[config.mk]
export PLATFORM = sky130hd
export DESIGN_NAME = matmul_sequencer
export DESIGN_NICKNAME = d
export VERILOG_FILES = /design/src/rtl/matmul_sequencer.sv
export SDC_FILE = /design/constraint.sdc
export NUM_CORES = 1
export LEC_CHECK = 0
export ABC_AREA = 1
export BUFFER_PORTS_ARGS = -buffer_cell sky130_fd_sc_hd__buf_2
export CAP_MARGIN = 20
export CORE_MARGIN = 2
export CORE_UTILIZATION = 60
export DETAILED_ROUTE_END_ITERATION = 6
export PLACE_DENSITY_LB_ADDON = 0.15
export SLEW_MARGIN = 20
export SYNTH_ARGS = -nofsm -noshare
export SYNTH_HDL_FRONTEND = slang
export SYNTH_SLANG_ARGS = --single-unit
[constraint.sdc]
create_clock -name clk -period 9.35 [get_ports clk]
set_input_delay 1.87 -clock clk [delete_from_list [all_inputs] [get_ports clk]]
set_output_delay 1.87 -clock clk [all_outputs]
set_load 0.03 [all_outputs]
[src/rtl/matmul_sequencer.sv]
// matmul_sequencer
// Time-multiplexes one 32-bit multiply-accumulate datapath over a full
// C = A x B product of two SIZE x SIZE matrices held in synchronous-read RAMs.
//
// Memory interface protocol (fixed latency, no back-pressure):
//   rd_en high in a cycle presents a_addr/b_addr to both operand RAMs; the
//   RAMs return a_data/b_data exactly one cycle later. There is no ready
//   signal, so the sequencer never stalls. c_wr_en high in a cycle means
//   c_addr/c_data form one complete result write to be captured on that
//   cycle's rising edge. start is a one-cycle request accepted only in IDLE;
//   done is a one-cycle completion pulse.
//
// Pipeline per issued operand pair:
//   cycle n   : ISSUE  - rd_en with addresses from the i/j/k loop counters
//   cycle n+1 : MAC    - operands arrive, accumulator updates (tag r_vld)
//   cycle n+2 : WRITE  - visible on c_* when the MAC was tagged last (k==SIZE-1)

module matmul_sequencer #(
    parameter int SIZE   = 4,
    parameter int ADDR_W = ((SIZE * SIZE) > 1) ? $clog2(SIZE * SIZE) : 1
) (
    input  logic              clk,
    input  logic              rst,
    input  logic              start,
    output logic              busy,
    output logic              done,
    output logic              rd_en,
    output logic [ADDR_W-1:0] a_addr,
    output logic [ADDR_W-1:0] b_addr,
    input  logic [31:0]       a_data,
    input  logic [31:0]       b_data,
    output logic              c_wr_en,
    output logic [ADDR_W-1:0] c_addr,
    output logic [31:0]       c_data,
    output logic [1:0]        o_dbg_state
);

    // Loop counter width; a 1x1 product still needs a 1-bit counter.
    localparam int CNT_W = (SIZE > 1) ? $clog2(SIZE) : 1;
    localparam logic [CNT_W-1:0] CNT_MAX = CNT_W'(SIZE - 1);

    typedef enum logic [1:0] {
        ST_IDLE  = 2'd0,
        ST_ISSUE = 2'd1,
        ST_DRAIN = 2'd2,
        ST_DONE  = 2'd3
    } state_t;

    // Flat row-major element address row*SIZE+col.
    function automatic logic [ADDR_W-1:0] flat_addr(
        input logic [CNT_W-1:0] row,
        input logic [CNT_W-1:0] col
    );
        logic [31:0] w_sum;
        w_sum = 32'(row) * 32'(SIZE) + 32'(col);
        return w_sum[ADDR_W-1:0];
    endfunction

    // ------------------------------------------------------------------
    // State and registers
    // ------------------------------------------------------------------
    state_t             r_state;
    state_t             w_state_nxt;
    logic               r_drain_cnt;

    logic [CNT_W-1:0]   r_i;
    logic [CNT_W-1:0]   r_j;
    logic [CNT_W-1:0]   r_k;
    logic [CNT_W-1:0]   w_i_nxt;
    logic [CNT_W-1:0]   w_j_nxt;
    logic [CNT_W-1:0]   w_k_nxt;
    logic               w_last_issue;

    logic [ADDR_W-1:0]  r_a_addr;
    logic [ADDR_W-1:0]  r_b_addr;

    // Tag travelling with each issued pair into the MAC cycle
    logic               r_vld;
    logic               r_first;
    logic               r_last;
    logic [ADDR_W-1:0]  r_tag_c_addr;

    logic [31:0]        r_acc;
    logic [31:0]        w_prod;
    logic [31:0]        w_acc_nxt;

    logic               r_c_wr_en;
    logic [ADDR_W-1:0]  r_c_addr;
    logic [31:0]        r_c_data;

    logic               w_busy;
    logic               w_done;
    logic               w_issue;
    logic               w_accept;

    // ------------------------------------------------------------------
    // Loop counter successors: k innermost, then j, then i; all wrap.
    // ------------------------------------------------------------------
    assign w_k_nxt = (r_k == CNT_MAX) ? '0 : r_k + 1'b1;
    assign w_j_nxt = (r_k == CNT_MAX) ? ((r_j == CNT_MAX) ? '0 : r_j + 1'b1) : r_j;
    assign w_i_nxt = ((r_k == CNT_MAX) && (r_j == CNT_MAX))
                     ? ((r_i == CNT_MAX) ? '0 : r_i + 1'b1) : r_i;

    assign w_last_issue = (r_i == CNT_MAX) && (r_j == CNT_MAX) && (r_k == CNT_MAX);

    assign w_accept = (r_state == ST_IDLE) && start;

    // ------------------------------------------------------------------
    // FSM
    // ------------------------------------------------------------------

    // State register
    always_ff @(posedge clk) begin
        if (rst) begin
            r_state <= ST_IDLE;
        end else begin
            r_state <= w_state_nxt;
        end
    end

    // Next-state and Moore outputs
    always_comb begin
        w_state_nxt = r_state;
        w_busy      = 1'b0;
        w_done      = 1'b0;
        w_issue     = 1'b0;
        case (r_state)
            ST_IDLE: begin
                if (start) begin
                    w_state_nxt = ST_ISSUE;
                end
            end
            ST_ISSUE: begin
                w_busy  = 1'b1;
                w_issue = 1'b1;
                if (w_last_issue) begin
                    w_state_nxt = ST_DRAIN;
                end
            end
            ST_DRAIN: begin
                w_busy = 1'b1;
                if (r_drain_cnt) begin
                    w_state_nxt = ST_DONE;
                end
            end
            ST_DONE: begin
                w_done      = 1'b1;
                w_state_nxt = ST_IDLE;
            end
            default: begin
                w_state_nxt = ST_IDLE;
            end
        endcase
    end

    // Two-cycle drain: lets the last MAC and its write leave the pipeline
    always_ff @(posedge clk) begin
        if (rst) begin
            r_drain_cnt <= 1'b0;
        end else begin
            r_drain_cnt <= (r_state == ST_DRAIN);
        end
    end

    // ------------------------------------------------------------------
    // Issue stage
    // ------------------------------------------------------------------

    // Loop counters advance once per issue and wrap to 0 after the last one
    always_ff @(posedge clk) begin
        if (rst) begin
            r_i <= '0;
            r_j <= '0;
            r_k <= '0;
        end else if (w_issue) begin
            r_i <= w_i_nxt;
            r_j <= w_j_nxt;
            r_k <= w_k_nxt;
        end
    end

    // Operand addresses track the counters during ISSUE and hold afterwards
    always_ff @(posedge clk) begin
        if (rst) begin
            r_a_addr <= '0;
            r_b_addr <= '0;
        end else if (w_accept) begin
            r_a_addr <= '0;
            r_b_addr <= '0;
        end else if (w_issue && !w_last_issue) begin
            r_a_addr <= flat_addr(w_i_nxt, w_k_nxt);
            r_b_addr <= flat_addr(w_k_nxt, w_j_nxt);
        end
    end

    // Tag each issue so the MAC knows when to clear and when to write
    always_ff @(posedge clk) begin
        if (rst) begin
            r_vld        <= 1'b0;
            r_first      <= 1'b0;
            r_last       <= 1'b0;
            r_tag_c_addr <= '0;
        end else begin
            r_vld <= w_issue;
            if (w_issue) begin
                r_first      <= (r_k == '0);
                r_last       <= (r_k == CNT_MAX);
                r_tag_c_addr <= flat_addr(r_i, r_j);
            end
        end
    end

    // ------------------------------------------------------------------
    // MAC and write stages
    // ------------------------------------------------------------------

    // Product truncated to 32 bits; sum wraps modulo 2^32
    assign w_prod    = a_data * b_data;
    assign w_acc_nxt = (r_first ? 32'd0 : r_acc) + w_prod;

    // Accumulator: restarts on the first term of every element
    always_ff @(posedge clk) begin
        if (rst) begin
            r_acc <= '0;
        end else if (r_vld) begin
            r_acc <= w_acc_nxt;
        end
    end

    // Result write: one-cycle strobe after the last term of an element
    always_ff @(posedge clk) begin
        if (rst) begin
            r_c_wr_en <= 1'b0;
            r_c_addr  <= '0;
            r_c_data  <= '0;
        end else begin
            r_c_wr_en <= r_vld && r_last;
            if (r_vld && r_last) begin
                r_c_addr <= r_tag_c_addr;
                r_c_data <= w_acc_nxt;
            end
        end
    end

    // ------------------------------------------------------------------
    // Outputs
    // ------------------------------------------------------------------
    assign busy        = w_busy;
    assign done        = w_done;
    assign rd_en       = w_issue;
    assign a_addr      = r_a_addr;
    assign b_addr      = r_b_addr;
    assign c_wr_en     = r_c_wr_en;
    assign c_addr      = r_c_addr;
    assign c_data      = r_c_data;
    assign o_dbg_state = r_state;

endmodule

==> summary.md, run 1 <==
| Metric | Value |
|---|---|
| Syn Std Cell Area | `0.0220 mm^2` |
| DRT iter0 DRCs | `1112` |
| Tmin final | `8570 ps` |
| Total of max-cap violations | `0` |
| Fin. max-slew vios | `0` |
| Mux cell area share after synthesis | `0%` |
| Register area share after synthesis | `8.27%` |
| Final instance area | `0.0230 mm^2` |
| Number of distinct library cells after synthesis | `43` |
| Synth Area in Simple Gates | `18.8%` |
| Number of synthesized flops with an enable pin | `0` |
| Area leader, netlist | `fa_1` |
| Layout area overhead | `4.39%` |
| CTS Hold Buffers Added | `0` |
| Combinational family with the most area after synthesis | `adder cells` |
| Worst-path clk slew | `70 ps` |
| Finish-stage setup viols | `0` |
| Initial antenna violation count | `1` |
| Vias | `18039` |
| Rel. slew slack | `40.2%` |
| Area share of the largest cell type after synthesis | `39.8%` |
| Final global-route overflow total | `0` |
| Hold Vio Cnt, Final | `0` |
| H-tree Lvls | `3` |
| Die ar. | `0.0382 mm^2` |
| Startpoint Class | `input pin` |
| Synth top area cells | `fa_1 (40%), inv_1 (17%), nand2_1 (13%), dfxtp_1 (8.3%), ha_1 (7.6%)` |
| Post-synth ARST share | `0%` |
| Cell Area, Placed | `0.0227 mm^2` |
| WL final | `56100 um` |
| Fillers | `3390` |
| Final cycle utilization of the critical path | `91.6%` |
| Placed Cells | `3520` |
| Gate Count Post-Synth | `3061` |
| Core Region | `0.0363 mm^2` |
| CTS tree | `built` |
| Compound-Gate Fraction of Synth Area | `4.43%` |
| Synth Warn # | `0` |
| DR vias/cell | `5.10` |
| Post CTS Setup Buffer Count | `0` |
| Min-delay worst type | `flop to flop` |
| Die Y | `196 um` |
| Total CTS buffers | `9` |
| WP data arrival | `8820 ps` |
| Clock Sinks | `91` |
| Root Buffer | `clkbuf_16` |
| Most frequent cells after synthesis | `inv_1 (1024), nand2_1 (788), fa_1 (438), ha_1 (133), nor2_1 (127)` |
| Largest net degree at the start of global routing | `44` |
| Crit path kind | `input pin to flop` |
| Critical Path RT | `9610 ps` |
| Post-synthesis xor/xnor area fraction | `0.710%` |
| Count leader, synth | `inv_1` |
| Syn Area/Cell | `7.19 um^2` |
| FP Rows | `70` |
| Critical Path Max Stage Delay | `540 ps` |
| Drt wl/cell | `15.9 um` |
| Setup_tns | `0 ps` |
| Longest Clk Path Bufs | `2` |
| DRC viols | `0` |
| Ant diodes | `0` |
| Crit path max fanout | `30` |
| Ports | `117` |
| Nets | `3701` |
| Flops & latches, synth | `91` |
| Fmax achieved | `0.117 GHz` |
| Starting Density | `60.6%` |
| Crit path max-delay cell type | `buf_2` |
| First-pass GRT wire length | `94300 um` |
| 1st-pass router iterations | `5` |
| Final ANT Viol Nets | `0` |
| Critical Path End Type | `flop` |
| Gates resized, CTS repair | `0` |
| Clk_skew | `10.6 ps` |
| Fraction of layout cells with a size suffix above 1 | `5.51%` |
| Worst Tran Pin Value | `896 ps` |
| Vias in the first global route | `18736` |
| Port bufs | `116` |
| Non-Filler Instances | `3536` |
| Post-Synth Adder-Cell Area | `47.4%` |
| Status | `finished clean` |
| Fin util | `63.2%` |
| GP Congestion | `0.915` |
| Syn_nets | `3699` |
| Top FF cell, synth | `dfxtp_1` |
| GR Util All Layers | `31.2%` |
| RSZ-0062 raised after global routing | `false` |
| Die Width | `196 um` |
| HPWL Detailed | `47300 um` |
| Worst-skew pair later-pin latency | `350 ps` |
## cell families (layout without fill, tap and decap cells)
| group | after synthesis | in the layout |
|---|---|---|
| compound gates | 168 | 168 |
| flops | 91 | 91 |
| simple gates | 1045 | 1045 |
| xor+xnor | 17 | 17 |
| fa+ha+maj | 571 | 571 |
| buf+inv | 1169 | 1176 |
## per-layer routing
layer | wire [um] | global-route usage, %
met1 | 25000 | 44.9
met4 | 696 | 5.06
met2 | 25700 | 50.3
met3 | 4740 | 5.91
met5 | 13 | 0
## cell usage in the layout (no fill, tap or decap), types with 4 or more instances in the layout
cell | synthesis | layout
dfxtp_1 | 91 | 91
fa_1 | 438 | 438
nand4_1 | 17 | 17
buf_4 | 12 | 9
nor2_1 | 127 | 127
ha_1 | 133 | 133
o21ai_0 | 58 | 58
a21oi_1 | 56 | 56
a21oi_2 | 4 | 4
o21ai_1 | 5 | 5
inv_2 | 7 | 7
nand2_1 | 788 | 788
xor2_1 | 10 | 10
a21o_1 | 6 | 6
inv_1 | 1024 | 1024
nand3_1 | 92 | 92
a211oi_1 | 6 | 6
buf_2 | 17 | 116
o211ai_1 | 20 | 20
nand2_2 | 7 | 7
clkbuf_16 | 0 | 9
xnor2_1 | 6 | 6
## final timing paths
kind / start / to / slack [ps] / cells after the start
worst max-delay path: b_data[2] / c_data[26] / 780 / 28
worst min-delay path: r_last / r_last / 460 / 2
worst max register to register: r_first / c_data[26] / 1960 / 28
worst min register to register: r_last / r_last / 460 / 2
## final cells by class
type | instances | area [um^2] | share of cell area, %
multi-input cells | 1801 | 15700 | 68.4
inverters | 1035 | 3890 | 16.9
clock inverters | 6 | 96.3 | 0.419
well taps | 468 | 586 | 2.55
clock buffers | 10 | 229 | 0.996
flip-flops and latches | 91 | 1820 | 7.93
repair buffers | 125 | 648 | 2.82
## stage by stage
step | hold WS (ps) | setup WS (ps)
floorplan | 435 | 1160
global placement | 444 | 488
detailed placement | 458 | 446
CTS | 469 | 807
global route | 490 | 356
finish | 462 | 785
## registers in the layout (all words and copies together) (netlist names)
register      count
b_addr            2
r_vld             1
r_last            1
r_tag_c_addr      4
r_i               2
r_first           1
r_acc            32
r_k               2
r_j               2
a_addr            4
r_drain_cnt       1
c_addr            4
c_data           32
o_dbg_state       2
c_wr_en           1
## worst max-delay path, delay by kind of cell
family                   cells  cell delay (ps)
AO/OA/AOI/OAI                1              190
adder cells (fa/ha/maj)      9             4300
buffers and inverters        9             1030
AND/OR/NAND/NOR              9             1390
Power of run 1 is not shown: default switching activity piles up to over one toggle a cycle in this logic, so the estimate is an artifact.
==> run 2, diff against run 1 <==
Clock period 9.35 ns to 10.1 ns, I/O delays scaled along.
==> summary.md, run 2 (synthesis gave the netlist of run 1 again) <==
| Metric | Value |
|---|---|
| Largest net degree at the start of global routing | `44 (unchanged)` |
| WP data arrival | `8940 ps (+120 ps)` |
| CTS tree | `built` |
| Nets | `3698 (-0.081%)` |
| DRT iter0 DRCs | `1096 (-1.4%)` |
| WL final | `55800 um (-0.50%)` |
| HPWL Detailed | `47200 um (-0.12%)` |
| Fin. max-slew vios | `0 (unchanged)` |
| Min-delay worst type | `flop to flop` |
| Hold Path Origin | `r_last` |
| Fmax achieved | `0.115 GHz` |
| FF-to-FF Start | `r_first` |
| Rel. slew slack | `39.7% (-0.51 points)` |
| Total of max-cap violations | `0 (unchanged)` |
| Total CTS buffers | `9 (unchanged)` |
| Crit path max fanout | `28 (-6.7%)` |
| Starting Density | `60.6% (unchanged)` |
| Gates resized, CTS repair | `0 (unchanged)` |
| Core Region | `0.0363 mm^2 (unchanged)` |
| Startpoint Class | `input pin` |
| Critical Path RT | `10360 ps (+750 ps)` |
| Crit path kind | `input pin to flop` |
| Drt wl/cell | `15.8 um (-0.42%)` |
| Tmin final | `8680 ps` |
| Fraction of layout cells with a size suffix above 1 | `5.45% (-0.060 points)` |
| GP Congestion | `0.907 (-0.83%)` |
| Die Width | `196 um (unchanged)` |
| Vias in the first global route | `18882 (+0.78%)` |
| Die ar. | `0.0382 mm^2 (unchanged)` |
| CTS Hold Buffers Added | `0 (unchanged)` |
| Ant diodes | `0 (unchanged)` |
| Clk_skew | `13.7 ps (+3.11 ps)` |
| Crit path max-delay cell type | `fa_1` |
| DRC viols | `0 (unchanged)` |
| Clock Sinks | `91 (unchanged)` |
| Critical Path End Type | `flop` |
| Post CTS Setup Buffer Count | `0 (unchanged)` |
| Worst-path clk slew | `70 ps (about the same)` |
| Placed Cells | `3517 (-0.085%)` |
| Ports | `117 (unchanged)` |
| Port bufs | `116 (unchanged)` |
| Root Buffer | `clkbuf_16` |
| First-pass GRT wire length | `94700 um (+0.43%)` |
| Non-Filler Instances | `3533 (-0.085%)` |
| Initial antenna violation count | `2 (+1)` |
| 1st-pass router iterations | `5 (unchanged)` |
| Final cycle utilization of the critical path | `85.9%` |
| H-tree Lvls | `3 (unchanged)` |
| Setup_tns | `0 ps (unchanged)` |
| Most common cell after layout, fill and taps aside | `inv_1` |
| Die Y | `196 um (unchanged)` |
| Worst Tran Pin Value | `904 ps (+7.65 ps)` |
| Status | `finished clean` |
| RSZ-0062 raised after global routing | `false` |
| Worst-skew pair later-pin latency | `360 ps (about the same)` |
| GR Util All Layers | `31.3% (+0.13 points)` |
| Commonest non-fill, non-tap cells in the layout | `inv_1 (1024), nand2_1 (788), fa_1 (438), ha_1 (133), nor2_1 (127)` |
| Critical Path Start | `b_data[5]` |
| Hold Vio Cnt, Final | `0 (unchanged)` |
| FP Rows | `70 (unchanged)` |
| Vias | `17828 (-1.2%)` |
| Finish-stage setup viols | `0 (unchanged)` |
| Layout area overhead | `4.25%` |
| DR vias/cell | `5.05 (-1.1%)` |
| Final ANT Viol Nets | `0 (unchanged)` |
| Longest Clk Path Bufs | `2 (unchanged)` |
| Final global-route overflow total | `0 (unchanged)` |
| Critical Path Max Stage Delay | `540 ps (about the same)` |
==> run 2: changes by cell type in the layout (fill, tap and decap cells not counted), sizes merged <==
| cell | previous run | this run |
|---|---|---|
| bufinv | 2 | 0 |
| clkbuf | 10 | 9 |
| buf | 125 | 122 |
| clkinvlp | 1 | 0 |
| clkinv | 4 | 8 |
==> run 2: critical path: cells and delay by family <==
kind	cells	cell delay (ps)
AND/OR/NAND/NOR	9	1440
adder cells (fa/ha/maj)	9	4250
buffers and inverters	9	1010
AO/OA/AOI/OAI	1	170
==> run 2: final timing paths <==
check	end	slack (ps)	cells after the start
worst min-delay path	r_last	460	2
worst min register to register	r_last	460	2
worst max register to register	c_data[26]	2720	28
worst max-delay path	c_data[26]	1420	28
==> run 2: stage by stage <==
step | cell area, um^2 | setup slack [ps] | util (%) | hold WS, ps
after floorplan | 22000 | 1760 | - | 435
after global placement | 22600 | 1090 | 62.3 | 445
after detailed placement | 22600 | 1130 | 62.3 | 456
after CTS | 23000 | 1500 | 63.1 | 466
after global routing | 23000 | 1090 | 63.1 | 489
final | 23000 | 1420 | 63.1 | 465
==> run 2: metal layers <==
metal / vias to the layer above / GRT usage, % / routed length, um
li1: 8526 / - / -
met1: 8675 / 44.3 / 25000
met2: 554 / 50.6 / 25400
met3: 69 / 6.06 / 4430
met4: 4 / 6.56 / 1020
met5: - / 0 / 23
==> run 2: cell type report <==
| class | instances | area, um^2 |
|---|---|---|
| Tap cell | 468 | 586 |
| Clock inverter | 7 | 91.3 |
| Sequential cell | 91 | 1820 |
| Fill cell | 3386 | 13400 |
| Inverter | 1035 | 3890 |
| Clock buffer | 9 | 225 |
| Multi-Input combinational cell | 1801 | 15700 |
| Timing Repair Buffer | 122 | 626 |
Power of run 2 is left out for the same reason.
